--- config.mk ---
export PLATFORM = sky130hd
export DESIGN_NAME = serial_frame_receiver
export DESIGN_NICKNAME = d
export VERILOG_FILES = /design/src/rtl/serial_frame_receiver.sv
export SDC_FILE = /design/constraint.sdc
export NUM_CORES = 1
export LEC_CHECK = 0
export CAP_MARGIN = 20
export CORE_MARGIN = 4
export CORE_UTILIZATION = 45
export DETAILED_ROUTE_END_ITERATION = 10
export PLACE_DENSITY = 0.69
export SYNTH_ARGS = -nofsm -noshare
export SYNTH_HDL_FRONTEND = slang
export SYNTH_SLANG_ARGS = --single-unit
--- constraint.sdc ---
create_clock -name clk -period 2.2 [get_ports clk]
set_input_delay 0.22 -clock clk [delete_from_list [all_inputs] [get_ports clk]]
set_output_delay 0.22 -clock clk [all_outputs]
set_load 0.02 [all_outputs]
--- src/rtl/serial_frame_receiver.sv ---
// serial_frame_receiver
//   Deserializes an LSB-first serial bit stream from the upstream shift stage.
//   A frame is: start bit (0), WIDTH data bits, optional parity bit, stop bit (1).
//   Every received frame is presented on a valid/ready port together with its
//   parity and framing error flags. Frames with errors are still delivered.
//
// Ports
//   clk         rising-edge clock
//   rst         synchronous active-high reset
//   bit_in      serial bit; the idle line is 1
//   bit_en      bit strobe; bit_in is sampled only when 1
//   data_out    received word, stable while data_valid=1
//   data_valid  word available
//   data_ready  consumer accepts the word when data_valid && data_ready
//   parity_err  parity mismatch for the presented word
//   frame_err   stop bit sampled as 0 for the presented word
//   overrun     one-cycle pulse: a completed frame was dropped (held word kept)
//   busy        receiver is not idle
module serial_frame_receiver #(
    parameter int unsigned WIDTH      = 4,
    parameter bit          PARITY_EN  = 1'b1,
    parameter bit          PARITY_ODD = 1'b0
) (
    input  logic             clk,
    input  logic             rst,
    input  logic             bit_in,
    input  logic             bit_en,
    output logic [WIDTH-1:0] data_out,
    output logic             data_valid,
    input  logic             data_ready,
    output logic             parity_err,
    output logic             frame_err,
    output logic             overrun,
    output logic             busy
);

    localparam int unsigned CNT_W = $clog2(WIDTH);

    typedef enum logic [2:0] {
        S_IDLE,
        S_DATA,
        S_PARITY,
        S_STOP,
        S_WAIT_IDLE
    } state_t;

    state_t           state;
    state_t           state_next;
    logic [WIDTH-1:0] sreg;
    logic [CNT_W-1:0] cnt;
    logic             perr;
    logic             complete;
    logic             slot_free;

    // State register
    always_ff @(posedge clk) begin
        if (rst) begin
            state <= S_IDLE;
        end else begin
            state <= state_next;
        end
    end

    // Next-state logic; transitions happen only on strobe cycles
    always_comb begin
        state_next = state;
        complete   = 1'b0;
        if (bit_en) begin
            case (state)
                S_IDLE: begin
                    if (!bit_in) state_next = S_DATA;
                end
                S_DATA: begin
                    if (cnt == CNT_W'(WIDTH - 1))
                        state_next = PARITY_EN ? S_PARITY : S_STOP;
                end
                S_PARITY: begin
                    state_next = S_STOP;
                end
                S_STOP: begin
                    complete   = 1'b1;
                    // A low stop bit means the line is still low; wait for it
                    // to go high before accepting another start bit.
                    state_next = bit_in ? S_IDLE : S_WAIT_IDLE;
                end
                S_WAIT_IDLE: begin
                    if (bit_in) state_next = S_IDLE;
                end
                default: state_next = S_IDLE;
            endcase
        end
    end

    assign busy      = (state != S_IDLE);
    // The slot can take a new word if empty or being emptied this very cycle
    assign slot_free = !data_valid || data_ready;

    // Shift register, bit counter and parity capture
    always_ff @(posedge clk) begin
        if (rst) begin
            sreg <= '0;
            cnt  <= '0;
            perr <= 1'b0;
        end else if (bit_en) begin
            case (state)
                S_IDLE: begin
                    cnt  <= '0;
                    perr <= 1'b0;
                end
                S_DATA: begin
                    sreg <= {bit_in, sreg[WIDTH-1:1]};
                    cnt  <= cnt + CNT_W'(1);
                end
                S_PARITY: begin
                    perr <= ((^sreg) ^ bit_in) != PARITY_ODD;
                end
                default: ;
            endcase
        end
    end

    // Output slot with valid/ready handshake
    always_ff @(posedge clk) begin
        if (rst) begin
            data_out   <= '0;
            data_valid <= 1'b0;
            parity_err <= 1'b0;
            frame_err  <= 1'b0;
            overrun    <= 1'b0;
        end else begin
            overrun <= 1'b0;
            if (complete) begin
                if (slot_free) begin
                    data_out   <= sreg;
                    parity_err <= perr;
                    frame_err  <= !bit_in;
                    data_valid <= 1'b1;
                end else begin
                    overrun <= 1'b1;
                end
            end else if (data_valid && data_ready) begin
                data_valid <= 1'b0;
                parity_err <= 1'b0;
                frame_err  <= 1'b0;
            end
        end
    end

endmodule

==> run metrics, run 1 <==
status finished clean; Worst Max-Slew Pin Slew 422 ps; Largest stage delay, worst path around 540 ps; Data required, critical path just under 2000 ps; most common cell after layout, fill and taps aside dfxtp_1; layout cells sized above 1 about 6.7%; Worst Hold Class reg2reg; CP bufs+invs 1; Worst Setup Start Kind flip-flop; Worst R2R Path Depth 3; most frequent cells in the layout 18 x dfxtp_1, 13 x clkdlybuf4s50_1, 9 x a21oi_1; Post-Route WL ~1600 um; fin nets roughly 110; Clk pwr share a little over a third; hold path cells 2; Tmin final approximately 1900 ps; WL met2 roughly 720 um; global-route wire length before repair approximately 2700 um; Final Max Tran Viols 0; VDD IR-drop max approximately 0.31 mV; Rel. slew slack between 70% and 80%; area grow syn2layout 18.0%; Clock Sinks 18; Via density around 5.4; post-synthesis cell type count 33; Tot Pwr roughly 0.00057 W; clock slew at reported path FFs around 100 ps; sw power ~0.00012 W; highest metal used met4; crit end category output port; final worst path period share 85.3%; Detailed Place HPWL around 1200 um; synthesized net count between 100 and 150; Routed Antenna Nets 0; DR WL/cell 12.2 um; final total negative setup slack 0 ps; critical path, cell by cell or3_1 > clkdlybuf4s50_1; IO Port Bufs 13; # DRC 0; HP Start data_out[2]; Post-Place Worst Slack roughly 530 ps; met1 WL about 800 um; Initial Utilization around half; Worst Hold Path EP data_out[2]; CP Data Arrival Time 1660 ps; Leak Pwr around 0.38 nW; worst reg2reg endpoint frame_err; Internal Pwr Total around 0.00045 W; clk_skew 3.68 ps; DR iter-0 viols 15; Seq cells post-synth 18; CTS tree built; Cells after Synth 95; Overflow after GRT 0; synthesized cell area between 800 and 900 sq um; I/O pin count 14; Routed met3 length between 70 and 80 um; Cell Rows 15; register area share after synthesis roughly two fifths; GRT Total Usage between 10% and 20%; Synth warnings 0; CP Class reg2out; first drt pass iteration count 4; ys async rst share 0%; Top FF cell, synth dfxtp_1; number of fill cells roughly 160; Combinational Power Share 7.0%; Util after Layout between 50% and 60%; top post-synthesis cells by area dfxtp_1 41%, mux2i_1 5.7%, a21oi_1 5.1%; RSZ-0062 raised after global routing no; CTS Hold Bufs 0; average instance area after synthesis 9.27 sq um; largest net degree at the start of global routing 14; via count around 700; CTS H-Tree Depth 1; Max clock buf depth 2; later-pin clock latency in the skew report roughly 290 ps; clk root buf clkbuf_4; Post-CTS Resized 0; post-synth top area share around two fifths; number of setup buffers added after CTS 0; antenna violations before repair 0; number of flops mapped to enable cells by yosys 0; Die W 52.2 um; Max Clk Rate about 530 MHz; Core Box Area around 1800 sq um; area leader, netlist dfxtp_1; Crit path max-delay family buffers and inverters; WP depth 2; Finish-stage setup viols 0; GPL Wtd Cong between 0.7 and 0.8; Reg power frac 58.2%; Switching Fraction between 20% and 30%; R2R Path Start state[0]; final hold vios 0; reg2reg setup slack 810 ps; maximum fanout along the worst path 12; post-route setup slack around 320 ps; Antenna Cells 0; Max Cap Viol 0; DIE AREA 2730 sq um; Die H ~52 um; CTS buffer count 3; Crit-path slowest cell clkdlybuf4s50_1; vias in the first global route between 600 and 700; PD cells about 550 nW/um^2
## layer usage
layer,vias up,global-route usage [%]
met1,327,18.7
met2,12,19.5
li1,360,-
met4,0,6.38
met3,2,3.42
met5,-,0
## logic make-up (layout without fill, tap and decap cells)
group / Yosys count / count (layout) / share of synthesized area, %
xor gates and xnor gates: 3 / 3 / 4.55
and+or+nand+nor: 36 / 36 / 27.3
adders and majority gates: 1 / 1 / 1.42
muxes: 5 / 5 / 5.68
AOI/OAI and AO/OA: 22 / 22 / 14.1
DFF: 18 / 18 / 40.9
buffers and inverters: 10 / 20 / 6.11
## sequential cells by signal (all words and copies together) (netlist names)
name	flops
data_out	4
sreg	4
state	3
cnt	2
data_valid	1
frame_err	1
overrun	1
parity_err	1
perr	1
## cells in the mapped netlist (all sizes together), types with 3 or more instances
cell type,count
dfxtp,18
a21oi,9
o21ai,7
buf,6
mux2i,5
nand2b,5
nand3,5
nor2,5
nand3b,3
nor2b,3
nor3b,3
## power by group through the flow
stage,clock network (W),logic (W),registers (W)
floorplan,0,0.0000299,0.000338
global placement,0,0.0000402,0.000341
finish,0.000200,0.0000403,0.000334
CTS,0.000213,0.0000407,0.000334
detailed placement,0,0.0000402,0.000342
global route,0.000228,0.0000436,0.000335
## final cells by class
cell class / count / area [sq um] / area share [%]
multi-input combinational: 67 / 467 / 44.9
clock buffer: 4 / 36.3 / 3.49
inverter: 2 / 7.51 / 0.722
timing repair buffer: 14 / 138 / 13.2
tap: 25 / 31.3 / 3.01
sequential: 18 / 360 / 34.7
## per-stage QoR
step / std cells / area, sq um / hold slack, ps
final: 130 / 1040 / 482
after global routing: 130 / 1040 / 513
after CTS: 130 / 1040 / 485
after detailed placement: 126 / 1000 / 469
after global placement: 126 / 1000 / 470
after floorplan: 95 / 881 / 367
## how the worst max path moves through the flow
stage,from,end,slack (ps)
after floorplan,state[2],sreg[0],1030
after global placement,bit_en,frame_err,550
after detailed placement,bit_en,frame_err,530
after CTS,state[0],busy,300
after global routing,state[1],busy,230
final,state[0],busy,320
## worst min-delay path, delay by kind of cell (launching register included)
| kind | cells | cell delay [ps] |
|---|---|---|
| compound gates | 2 | 120 |
| flops | 1 | 320 |
Note: power is estimated with default switching activity, not from simulation.
==> run 2: changes to the inputs <==
CTS_BUF_LIST = sky130_fd_sc_hd__clkbuf_4   (was default)
==> run 2 against run 1 <==
  * Total power decreased by 6.3%
  * Highest routed layer unchanged
  * Register-to-register slack barely moved
  * Largest power group unchanged
  * Routed wire length down 0.44%
  * Sequential share of layout area is 0.34 points higher
==> run metrics, run 2 (synthesis results as in run 1) <==
status finished clean; fin nets between 100 and 150; CTS H-Tree Depth 1; most frequent cells in the layout 18 x dfxtp_1, 13 x clkdlybuf4s50_1, 9 x a21oi_1; Crit. Startpoint state[0]; critical path, cell by cell or3_1 > clkdlybuf4s50_1; final worst path period share 85.2%; first drt pass iteration count 4; area grow syn2layout 16.9%; worst reg2reg endpoint frame_err; Antenna Cells 0; Worst Max-Slew Pin Slew between 400 and 500 ps; Crit-path slowest cell clkdlybuf4s50_1; crit end category output port; hold path cells 2; DR WL/cell between 10 and 15 um; layout cells sized above 1 5.71%; Cell Rows 15; Finish-stage setup viols 0; Rel. slew slack 71.4%; DR iter-0 viols 15; hold_ws around 480 ps; IO Port Bufs 13; I/O pin count 14; Leak Pwr between 0.3 and 0.4 nW; Die W between 50 and 60 um; # DRC 0; reg2reg setup slack 800 ps; Core Box Area ~1800 sq um; R2R Path Start state[0]; CTS buffer count 3; Largest stage delay, worst path approximately 540 ps; Max Cap Viol 0; number of setup buffers added after CTS 0; Worst R2R Path Depth 3; most common cell after layout, fill and taps aside dfxtp_1; global-route wire length before repair 2730 um; Tmin final 1870 ps; Worst Setup Start Kind flip-flop; GRT Total Usage between 10% and 20%; Top Registers data_out x4, sreg x4, state x3; Routed Antenna Nets 0; Die H about 52 um; Max Clk Rate around 530 MHz; CTS tree built; CP Class reg2out; RSZ-0062 raised after global routing no; maximum fanout along the worst path 12; Detailed Place HPWL approximately 1200 um; Post-CTS Resized 0; final hold vios 0; CP Data Arrival Time 1650 ps; largest net degree at the start of global routing 14; clock slew at reported path FFs roughly 100 ps; Max clock buf depth 2; Initial Utilization 49.4%; Worst Hold Class reg2reg; Post-Route WL 1590 um; PD cells about 520 nW/um^2; VDD IR-drop max about 0.30 mV; Clock Sinks 18; GPL Wtd Cong about 0.75; Worst Hold Path EP data_out[2]; clk root buf clkbuf_4; DIE AREA about 2700 sq um; Data required, critical path approximately 2000 ps; Via density between 5 and 6; HP Start data_out[2]; antenna violations before repair 0; CTS Hold Bufs 0; clk_skew between 1.5 and 2 ps; Final Max Tran Viols 0; via count approximately 700; later-pin clock latency in the skew report around 290 ps; Overflow after GRT 0; vias in the first global route between 600 and 700; final total negative setup slack 0 ps
-- run 2: cell types whose count changed in the layout (fill, tap and decap cells not counted), sizes merged --
| cell | change |
|---|---|
| clkbuf | -1 |
| clkinv | +1 |
-- run 2: power by group --
part	switching, W	leakage (nW)	internal (W)
Clock	0.0000978	0.0154	0.0000659
Combinational	0.0000188	0.214	0.0000215
Sequential	0.00000547	0.145	0.000329
-- run 2: worst max-delay path by stage --
stage / end / cells past startpoint
floorplan: sreg[0] / 5
global placement: frame_err / 4
detailed placement: frame_err / 4
CTS: busy / 2
global route: busy / 2
finish: busy / 2
-- run 2: through the flow --
step | total power (W) | worst slack (ps) | util [%] | instances | cell area [sq um]
2_1_floorplan | 0.000368 | 1030 | - | 95 | 881
3_3_place_gp | 0.000382 | 549 | 56.3 | 126 | 1000
3_5_place_dp | 0.000382 | 526 | 56.3 | 126 | 1000
4_1_cts | 0.000550 | 302 | 57.8 | 130 | 1030
5_1_grt | 0.000568 | 241 | 57.8 | 130 | 1030
6_report | 0.000538 | 325 | 57.8 | 130 | 1030
-- run 2: layout make-up --
| type | count | area [sq um] |
|---|---|---|
| sequential | 18 | 360 |
| timing repair buffer | 14 | 138 |
| inverter | 2 | 7.51 |
| clock buffer | 3 | 22.5 |
| fill | 165 | 753 |
| clock inverter | 1 | 3.75 |
| multi-input combinational | 67 | 467 |
| tap | 25 | 31.3 |
-- run 2: metal layers --
| metal | vias up | track usage, % | part of all wire (%) |
|---|---|---|---|
| li1 | 360 | - | - |
| met1 | 325 | 18.7 | 50 |
| met4 | 0 | 6.38 | 0.57 |
| met5 | - | 0 | 0 |
| met3 | 2 | 3.42 | 5.1 |
| met2 | 14 | 19.0 | 45 |
-- run 2: critical path: cells and delay by family (launching register included) --
kind | cells | cell delay [ps]
DFF | 1 | 440
buffers and inverters | 1 | 540
and+or+nand+nor | 1 | 380
